`config.mk`:
```
export PLATFORM = sky130hd
export DESIGN_NAME = seq_pattern_detector
export DESIGN_NICKNAME = d
export VERILOG_FILES = /design/src/rtl/seq_pattern_detector_pkg.sv /design/src/rtl/seq_pattern_detector_sat_counter.sv /design/src/rtl/seq_pattern_detector.sv
export SDC_FILE = /design/constraint.sdc
export NUM_CORES = 1
export LEC_CHECK = 0
export ABC_AREA = 0
export BUFFER_PORTS_ARGS = -buffer_cell sky130_fd_sc_hd__buf_2
export CAP_MARGIN = 20
export CELL_PAD_IN_SITES_DETAIL_PLACEMENT = 0
export CELL_PAD_IN_SITES_GLOBAL_PLACEMENT = 1
export CORE_ASPECT_RATIO = 0.9
export CORE_MARGIN = 3
export CORE_UTILIZATION = 44
export DETAILED_ROUTE_END_ITERATION = 8
export PLACE_DENSITY = 0.9
export SYNTH_ARGS = -nofsm -noshare
export SYNTH_HDL_FRONTEND = slang
export SYNTH_SLANG_ARGS = --single-unit
```
`constraint.sdc`:
```
create_clock -name clk -period 3.2 [get_ports clk]
set_input_delay 0.64 -clock clk [delete_from_list [all_inputs] [get_ports clk]]
set_output_delay 0.64 -clock clk [all_outputs]
set_load 0.02 [all_outputs]
```
`src/rtl/seq_pattern_detector_pkg.sv`:
```
// Shared defaults and mode encodings for the serial pattern detector and its
// status counters.
package seq_pattern_detector_pkg;

    localparam int DEF_MAX_LEN = 8;
    localparam int DEF_CNT_W   = 8;
    localparam int DEF_LEN_W   = 4;

    localparam logic SEQ_MODE_OVL  = 1'b1;
    localparam logic SEQ_MODE_NOVL = 1'b0;

endpackage

```
`src/rtl/seq_pattern_detector_sat_counter.sv`:
```
// Saturating event counter with a sticky overflow flag; clear beats increment.
// Shared by the detector and other status counters.
module seq_sat_counter #(
    parameter int CNT_W = 8
) (
    input  logic             clk,
    input  logic             rst,
    input  logic             inc_i,
    input  logic             clr_i,
    output logic [CNT_W-1:0] cnt_o,
    output logic             ovf_o
);

    logic [CNT_W-1:0] cnt_q, cnt_d;
    logic             ovf_q, ovf_d;

    always_comb begin
        cnt_d = cnt_q;
        ovf_d = ovf_q;
        if (clr_i) begin
            cnt_d = '0;
            ovf_d = 1'b0;
        end else if (inc_i) begin
            if (cnt_q != {CNT_W{1'b1}}) begin
                cnt_d = cnt_q + 1'b1;
            end else begin
                ovf_d = 1'b1;
            end
        end
    end

    always_ff @(posedge clk or posedge rst) begin
        if (rst) begin
            cnt_q <= '0;
            ovf_q <= 1'b0;
        end else begin
            cnt_q <= cnt_d;
            ovf_q <= ovf_d;
        end
    end

    assign cnt_o = cnt_q;
    assign ovf_o = ovf_q;

endmodule

```
`src/rtl/seq_pattern_detector.sv`:
```
// Serial pattern detector: runtime-loadable pattern of 1..MAX_LEN bits,
// overlapping or non-overlapping matching, registered match pulse and count.
module seq_pattern_detector
    import seq_pattern_detector_pkg::*;
#(
    parameter int MAX_LEN = DEF_MAX_LEN,
    parameter int CNT_W   = DEF_CNT_W,
    parameter int LEN_W   = DEF_LEN_W
) (
    input  logic               clk,
    input  logic               rst,
    input  logic               x,
    input  logic               in_valid,
    input  logic               cfg_load,
    input  logic [MAX_LEN-1:0] cfg_pat,
    input  logic [LEN_W-1:0]   cfg_len,
    input  logic               cfg_ovl,
    input  logic               cnt_clr,
    output logic               match,
    output logic [CNT_W-1:0]   match_cnt,
    output logic               cnt_ovf
);

    localparam logic [LEN_W-1:0] LEN_MAX = LEN_W'(MAX_LEN);

    logic [MAX_LEN-1:0] pat_q, pat_d;
    logic [LEN_W-1:0]   len_q, len_d;
    logic               ovl_q, ovl_d;
    logic [MAX_LEN-1:0] hist_q, hist_d;
    logic [LEN_W-1:0]   fill_q, fill_d;
    logic               match_q, match_d;
    logic [MAX_LEN-1:0] mask;

    // Only the newest len bits take part in the compare.
    assign mask = ~({MAX_LEN{1'b1}} << len_q);

    always_comb begin
        pat_d   = pat_q;
        len_d   = len_q;
        ovl_d   = ovl_q;
        hist_d  = hist_q;
        fill_d  = fill_q;
        match_d = 1'b0;
        if (cfg_load) begin
            pat_d  = cfg_pat;
            ovl_d  = cfg_ovl;
            hist_d = '0;
            fill_d = '0;
            if (cfg_len == '0) begin
                len_d = LEN_W'(1);
            end else if (cfg_len > LEN_MAX) begin
                len_d = LEN_MAX;
            end else begin
                len_d = cfg_len;
            end
        end else if (in_valid) begin
            hist_d = {hist_q[MAX_LEN-2:0], x};
            fill_d = (fill_q >= LEN_MAX) ? LEN_MAX : fill_q + 1'b1;
            if ((fill_d >= len_q) && (((hist_d ^ pat_q) & mask) == '0)) begin
                match_d = 1'b1;
                // Non-overlapping mode demands len fresh bits before the next hit.
                if (ovl_q == SEQ_MODE_NOVL) begin
                    fill_d = '0;
                end
            end
        end
    end

    always_ff @(posedge clk or posedge rst) begin
        if (rst) begin
            pat_q   <= '0;
            len_q   <= LEN_MAX;
            ovl_q   <= SEQ_MODE_OVL;
            hist_q  <= '0;
            fill_q  <= '0;
            match_q <= 1'b0;
        end else begin
            pat_q   <= pat_d;
            len_q   <= len_d;
            ovl_q   <= ovl_d;
            hist_q  <= hist_d;
            fill_q  <= fill_d;
            match_q <= match_d;
        end
    end

    seq_sat_counter #(
        .CNT_W(CNT_W)
    ) u_cnt (
        .clk   (clk),
        .rst   (rst),
        .inc_i (match_d),
        .clr_i (cnt_clr),
        .cnt_o (match_cnt),
        .ovf_o (cnt_ovf)
    );

    assign match = match_q;

endmodule
```
# After elaboration in Yosys (flattened, before gate mapping)
# Cells that the tools add are included.
word_totals:
  rom_bits: 0
  regBits: 34
  mem_bits_rw: 0
  latch_bits: 0
  n_memories: 0
classes:
  n_addsub: 2
  bitwise: 3
  n_eq_ne: 2
  reduce_logical: 8
  muxes: 18
  order_cmp: 3
  div_mod_pow: 0
  shift: 1
  multipliers: 0
ops:
  columns: ["cell", "n"]
  rows:
  - ["4-bit two-way mux", 7]
  - ["8-bit two-way mux", 3]
  - ["7-bit two-way mux", 2]
  - ["8-bit by 1-bit adder with 8-bit output (second input constant)", 1]
  - ["8-bit bitwise AND", 1]
  - ["8-bit logical NOT", 1]
  - ["8-bit != test (second input constant)", 1]
  - ["8-bit NOT", 1]
  - ["8-bit by 4-bit left shift with 8-bit output (first input constant)", 1]
  - ["8-bit XOR", 1]
  - ["1-bit two-way mux", 6]
  - ["2-bit nonzero test", 3]
  - ["4-bit by 1-bit adder with 4-bit output (second input constant)", 1]
  - ["4-bit greater-or-equal comparator", 1]
  - ["4-bit greater-or-equal comparator (second input constant)", 1]
  - ["4-bit greater-than comparator (second input constant)", 1]
  - ["4-bit logical NOT", 1]
  - ["2-bit AND reduction", 2]
  - ["2-bit != test (second input constant)", 1]
  - ["1-bit logical AND", 1]

# Logic depth before layout (Yosys ltp)
depth:
  depth_word: 10
  depth_mapped: 10

# Hierarchy
# Synthesis repeated with hierarchy kept, for this count alone.
hier_totals:
  hier_cells: 168
  area_unflattened_um2: 1840.5
by_module_without_submodules:
  columns: ["module", "n_inst", "area_each_um2", "seq_area_each_um2", "cells_each"]
  rows:
  - ["seq_pattern_detector", 1, 1291.2, 628.1, 117]
  - ["seq_sat_counter", 1, 549.3, 225.2, 51]

# Worst setup path before layout
# No wires, ideal clock.
synth_path:
  kind: "flip-flop to flip-flop"
  startpoint: "register fill_q[0]"
  endpoint: "register u_cnt.cnt_q[7], in the netlist u_cnt.cnt_o[7]"
  slack_ns: 0.879
  path_buffers: 0
  setup_ns: 0.078
  t_required_ns: 3.122
  t_arrival_ns: 2.243
  path_stages_with_launch: 10
  synth_period_minus_slack_ns: 2.321
  path_cell_list: "dfrtp_1 > inv_1 > ha_1 > nor2b_1 > ha_1 > a2111oi_0 > a211oi_2 > nand2_4 > or4_1 > a21oi_1"
synth_between:
  elab_chain_cells: 9
synth_lines:
  columns: ["element", "line", "rtl"]
  rows:
  - ["from (decl)", "seq_pattern_detector.sv:30", "logic [LEN_W-1:0] fill_q, fill_d;"]
  - ["from (signal assigned)", "seq_pattern_detector.sv:82", "fill_q <= fill_d;"]
  - ["4-bit by 1-bit adder with 4-bit output or 4-bit greater-or-equal comparator (tied branches)", "seq_pattern_detector.sv:58", "fill_d = (fill_q >= LEN_MAX) ? LEN_MAX : fill_q + 1'b1;"]
  - ["4-bit two-way mux (*)", "seq_pattern_detector.sv:58", null]
  - ["4-bit greater-or-equal comparator (*)", "seq_pattern_detector.sv:59", "if ((fill_d >= len_q) && (((hist_d ^ pat_q) & mask) == '0)) begin"]
  - ["1-bit logical AND (*)", "seq_pattern_detector.sv:59", null]
  - ["1-bit two-way mux (*)", "seq_pattern_detector.sv:59", null]
  - ["1-bit two-way mux (*)", "seq_pattern_detector.sv:56", "end else if (in_valid) begin"]
  - ["1-bit two-way mux (*)", "seq_pattern_detector.sv:44", "if (cfg_load) begin"]
  - ["2-bit nonzero test (no line) (*)", null, null]
  - ["2-bit AND reduction (no line) (*)", null, null]
  - ["to (signal assigned)", "seq_pattern_detector_sat_counter.sv:37", "cnt_q <= cnt_d;"]
  - ["to (decl)", "seq_pattern_detector_sat_counter.sv:14", "logic [CNT_W-1:0] cnt_q, cnt_d;"]
# Mark *: on every way between the ends. The rest lies on a longest branch, timed or not.
# A chain may end at the register's enable or synchronous reset.

# Worst setup path after layout
layout_path:
  startpoint: "register fill_q[0]"
  endpoint: "register u_cnt.cnt_q[5], in the netlist u_cnt.cnt_o[5]"
# The elaborated chain is that of the path after synthesis.

==> impl_metrics.tcl <==
set metrics [dict create \
    synth_xor_area_share_pct 6.98 \
    cp-start-kind "flip-flop" \
    layout-drive-gt1-share_pct 28.6 \
    reg2reg_to "u_cnt.cnt_o[5]" \
    final_antenna_net_count 0 \
    postCtsSetupBuffers 0 \
    crit_end "u_cnt.cnt_o[5]" \
    clock_sinks 34 \
    nNetsFinal 217 \
    syn_inst 161 \
    post_synth_mux_area_share_pct 10.2 \
    utilization_pct 53.3 \
    vias 1246 \
    period_share_pct 78.7 \
    synth_edf_count 0 \
    final_max_slew_viol_count 0 \
    switchingPower_w 0.000230 \
    p_per_area_nw_per_um2 440 \
    internal_power_w 0.000664 \
    r2r_start "fill_q[0]" \
    start_util_pct 46.6 \
    yosys-top-cells-area "dfrtp_1, mux2_2, ha_1" \
    die_h_um 66.3 \
    grt_start_max_net_pins 35 \
    ir_worst_vdd_mv 0.242 \
    ys_seq_area_share_pct 48.1 \
    yosysWarnings 0 \
    synth_fp_nets 187 \
    crit_cells 10 \
    cp-end-kind "flip-flop" \
    synth_compound_area_share_pct 12.3 \
    gr-usage-met3_pct 4.56 \
    hold_violations 0 \
    cp_data_arrival_time_ns 2.73 \
    grt_use_met2_pct 25.9 \
    setup_tns_ns 0 \
    pwr-share-seq_pct 53.1 \
    fin_cells 238 \
    core_um2 3810 \
    yosys.area.top_type "dfrtp_1" \
    path_cells "ha_1, xnor2_1, nor2_1, ha_1, o21a_1, o22ai_1, a211oi_2, nand2_4, or4_1, a21oi_1" \
    clock_skew_ns 0.00682 \
    synthArstFlopShare_pct 100 \
    status "finished clean" \
    finalCriticalPeriod_ns 2.52 \
    cp-startpoint "fill_q[0]" \
    antenna_found_initial 0 \
    switching_share_pct 25.7 \
    hp-class "input port to async pin" \
    met1_usage_pct 21.9 \
    rsz0062_at_grt "false" \
    p_leak_nw 1.00 \
    ys_ff_latch 34 \
    cts.clk_slew.worst_paths_ns 0.07 \
    fillCellCount 339 \
    dieArea_um2 4830 \
    syn_area_per_cell_um2 11.0 \
    max_freq_mhz 397 \
    drtIter0Drc 45 \
    dr.pass1.iters 4 \
    multi_input_area_um2 855 \
    placed_cells 230 \
    r2r_cells 10 \
    synthAdderAreaFrac_pct 4.93 \
    syn_to_final_growth_pct 14.4 \
    yosys.area_share.simple_pct 13.7 \
    dp_hpwl_mm 2.54 \
    worstPathMaxFanout 10 \
    p_total_w 0.000894 \
    place_congestion 0.818 \
    cts.repair.resized 0 \
    setup_violations 0 \
    grt_pass1_vias 1317 \
    fp.dieW_um 73.0 \
    synth_top_cell_area_share_pct 45.1 \
    design.portCount 29 \
    critPathKind "flip-flop to flip-flop" \
    clock_tree.root_cell "clkbuf_8" \
    fin_ws_ns 0.681 \
    portBuffers 28 \
    grtUsageTotal_pct 17.2 \
    crit_slowest_cell "or4_1" \
    ys.flop_type "dfrtp_1" \
    synth_top_family_by_area "simple AND/OR/NAND/NOR gates" \
    yosysUniqueCellTypes 41 \
    crit_top_cell "ha_1" \
    route.detailed.drc 0 \
    grt_overflow_total 0 \
    busiest_layer "met2" \
    netlist_area_um2 1780 \
    cts.htree.levels 2 \
    comb_power_share_pct 13.3 \
    relSlewSlack_pct 65.1 \
    wl_mm 3.46 \
    num_rows 21 \
    cts_tree "done" \
    critPathBufInv 0 \
    worst_slew_pin_slew_ns 0.510 \
    post_drt_via_cell_ratio 5.24 \
    ff_latch_area_um2 853 \
    grt_pass1_wl_mm 6.13 \
    clock_power_share_pct 33.6 \
    pre_cts_slack_ns 0.687 \
    cts_buffer_depth 2 \
    wire_per_inst_um 14.5 \
    cp.required_ns 3.41 \
    hold_buffers 0 \
    critPathMaxStageDelay_ns 0.49 \
    r2r_slack_ns 0.68 \
    cap_viol_max_count 0 \
    crit_family "simple AND/OR/NAND/NOR gates" \
    clk-insertion-delay-late_ns 0.29 \
    cts_buffers 5 \
    n_antenna_cell 0 \
]
## per-layer routing
metal  share of wire, %  routed length, um
met5                  0                  0
met4                2.7                 95
met3                4.5                157
met2                 47               1630
met1                 46               1580
## Yosys cell counts, drive strengths merged, types with 4 or more instances
master / instances
xor2: 8
ha: 7
a21oi: 4
nand2: 8
inv: 10
mux2: 9
o21ai: 5
a32o: 4
xnor2: 4
nor2: 17
mux2i: 8
dfrtp: 32
## placed cells by master, fill, tap and decap left out, types with 3 or more instances in the layout
cell / netlist / routed
nand2_1: 7 / 7
clkbuf_8: 0 / 5
mux2_2: 9 / 9
xor2_1: 7 / 7
nor2_1: 17 / 17
clkbuf_1: 3 / 3
xnor2_1: 4 / 4
or3_1: 3 / 3
o21ai_0: 5 / 5
o22ai_1: 3 / 3
buf_2: 0 / 28
nor2b_1: 3 / 3
a32o_1: 4 / 4
nand3_1: 3 / 3
inv_1: 10 / 10
ha_1: 7 / 7
mux2i_1: 8 / 8
a21oi_1: 4 / 4
dfrtp_1: 32 / 32
## worst min-delay path by stage
stage                start     endpoint  cells past startpoint
4_1_cts                rst     pat_q[0]                      3
2_1_floorplan        ovl_q        ovl_q                      2
5_1_grt                rst     pat_q[1]                      3
6_report               rst     pat_q[0]                      3
3_5_place_dp         ovl_q        ovl_q                      2
3_3_place_gp   u_cnt.ovf_o  u_cnt.ovf_o                      2
## cell type report
| class | instances | share of cell area [%] |
|---|---|---|
| multi-input cells | 111 | 42.1 |
| flip-flops and latches | 34 | 42.0 |
| repair buffers | 29 | 7.27 |
| clock buffers | 8 | 3.94 |
| well taps | 46 | 2.83 |
| inverters | 10 | 1.85 |
## flip-flops by register name, summed over array words and instances, names as in the netlist
signal       flops
fill_q           4
ovl_q            1
match            1
u_cnt.ovf_o      1
hist_q           7
pat_q            8
len_q            4
u_cnt.cnt_o      8
## metrics by stage
step	hold WS (ns)	instance area, um^2
floorplan	0.474	1780
global placement	0.487	1950
detailed placement	0.497	1950
CTS	0.439	2030
global route	0.484	2030
finish	0.433	2030
## power by group through the flow
stage | registers, W | clock network [W] | logic [W]
finish | 0.000475 | 0.000300 | 0.000119
global route | 0.000478 | 0.000322 | 0.000136
CTS | 0.000475 | 0.000309 | 0.000120
detailed placement | 0.000482 | 0 | 0.000120
global placement | 0.000480 | 0 | 0.000115
floorplan | 0.000475 | 0 | 0.0000927
## tightest hold or removal path: stages
cell and delay, ns:
buf_2 0.09, inv_1 0.04, buf_4 0.38
## cells by family (layout without fill, tap and decap cells)
family / count (synthesis) / count (layout)
buf+inv: 16 / 47
xor+xnor: 12 / 12
fa+ha+maj: 7 / 7
compound gates: 29 / 29
flops: 34 / 34
mux: 17 / 17
simple gates: 46 / 46
Power figures use the tool's default switching activity.
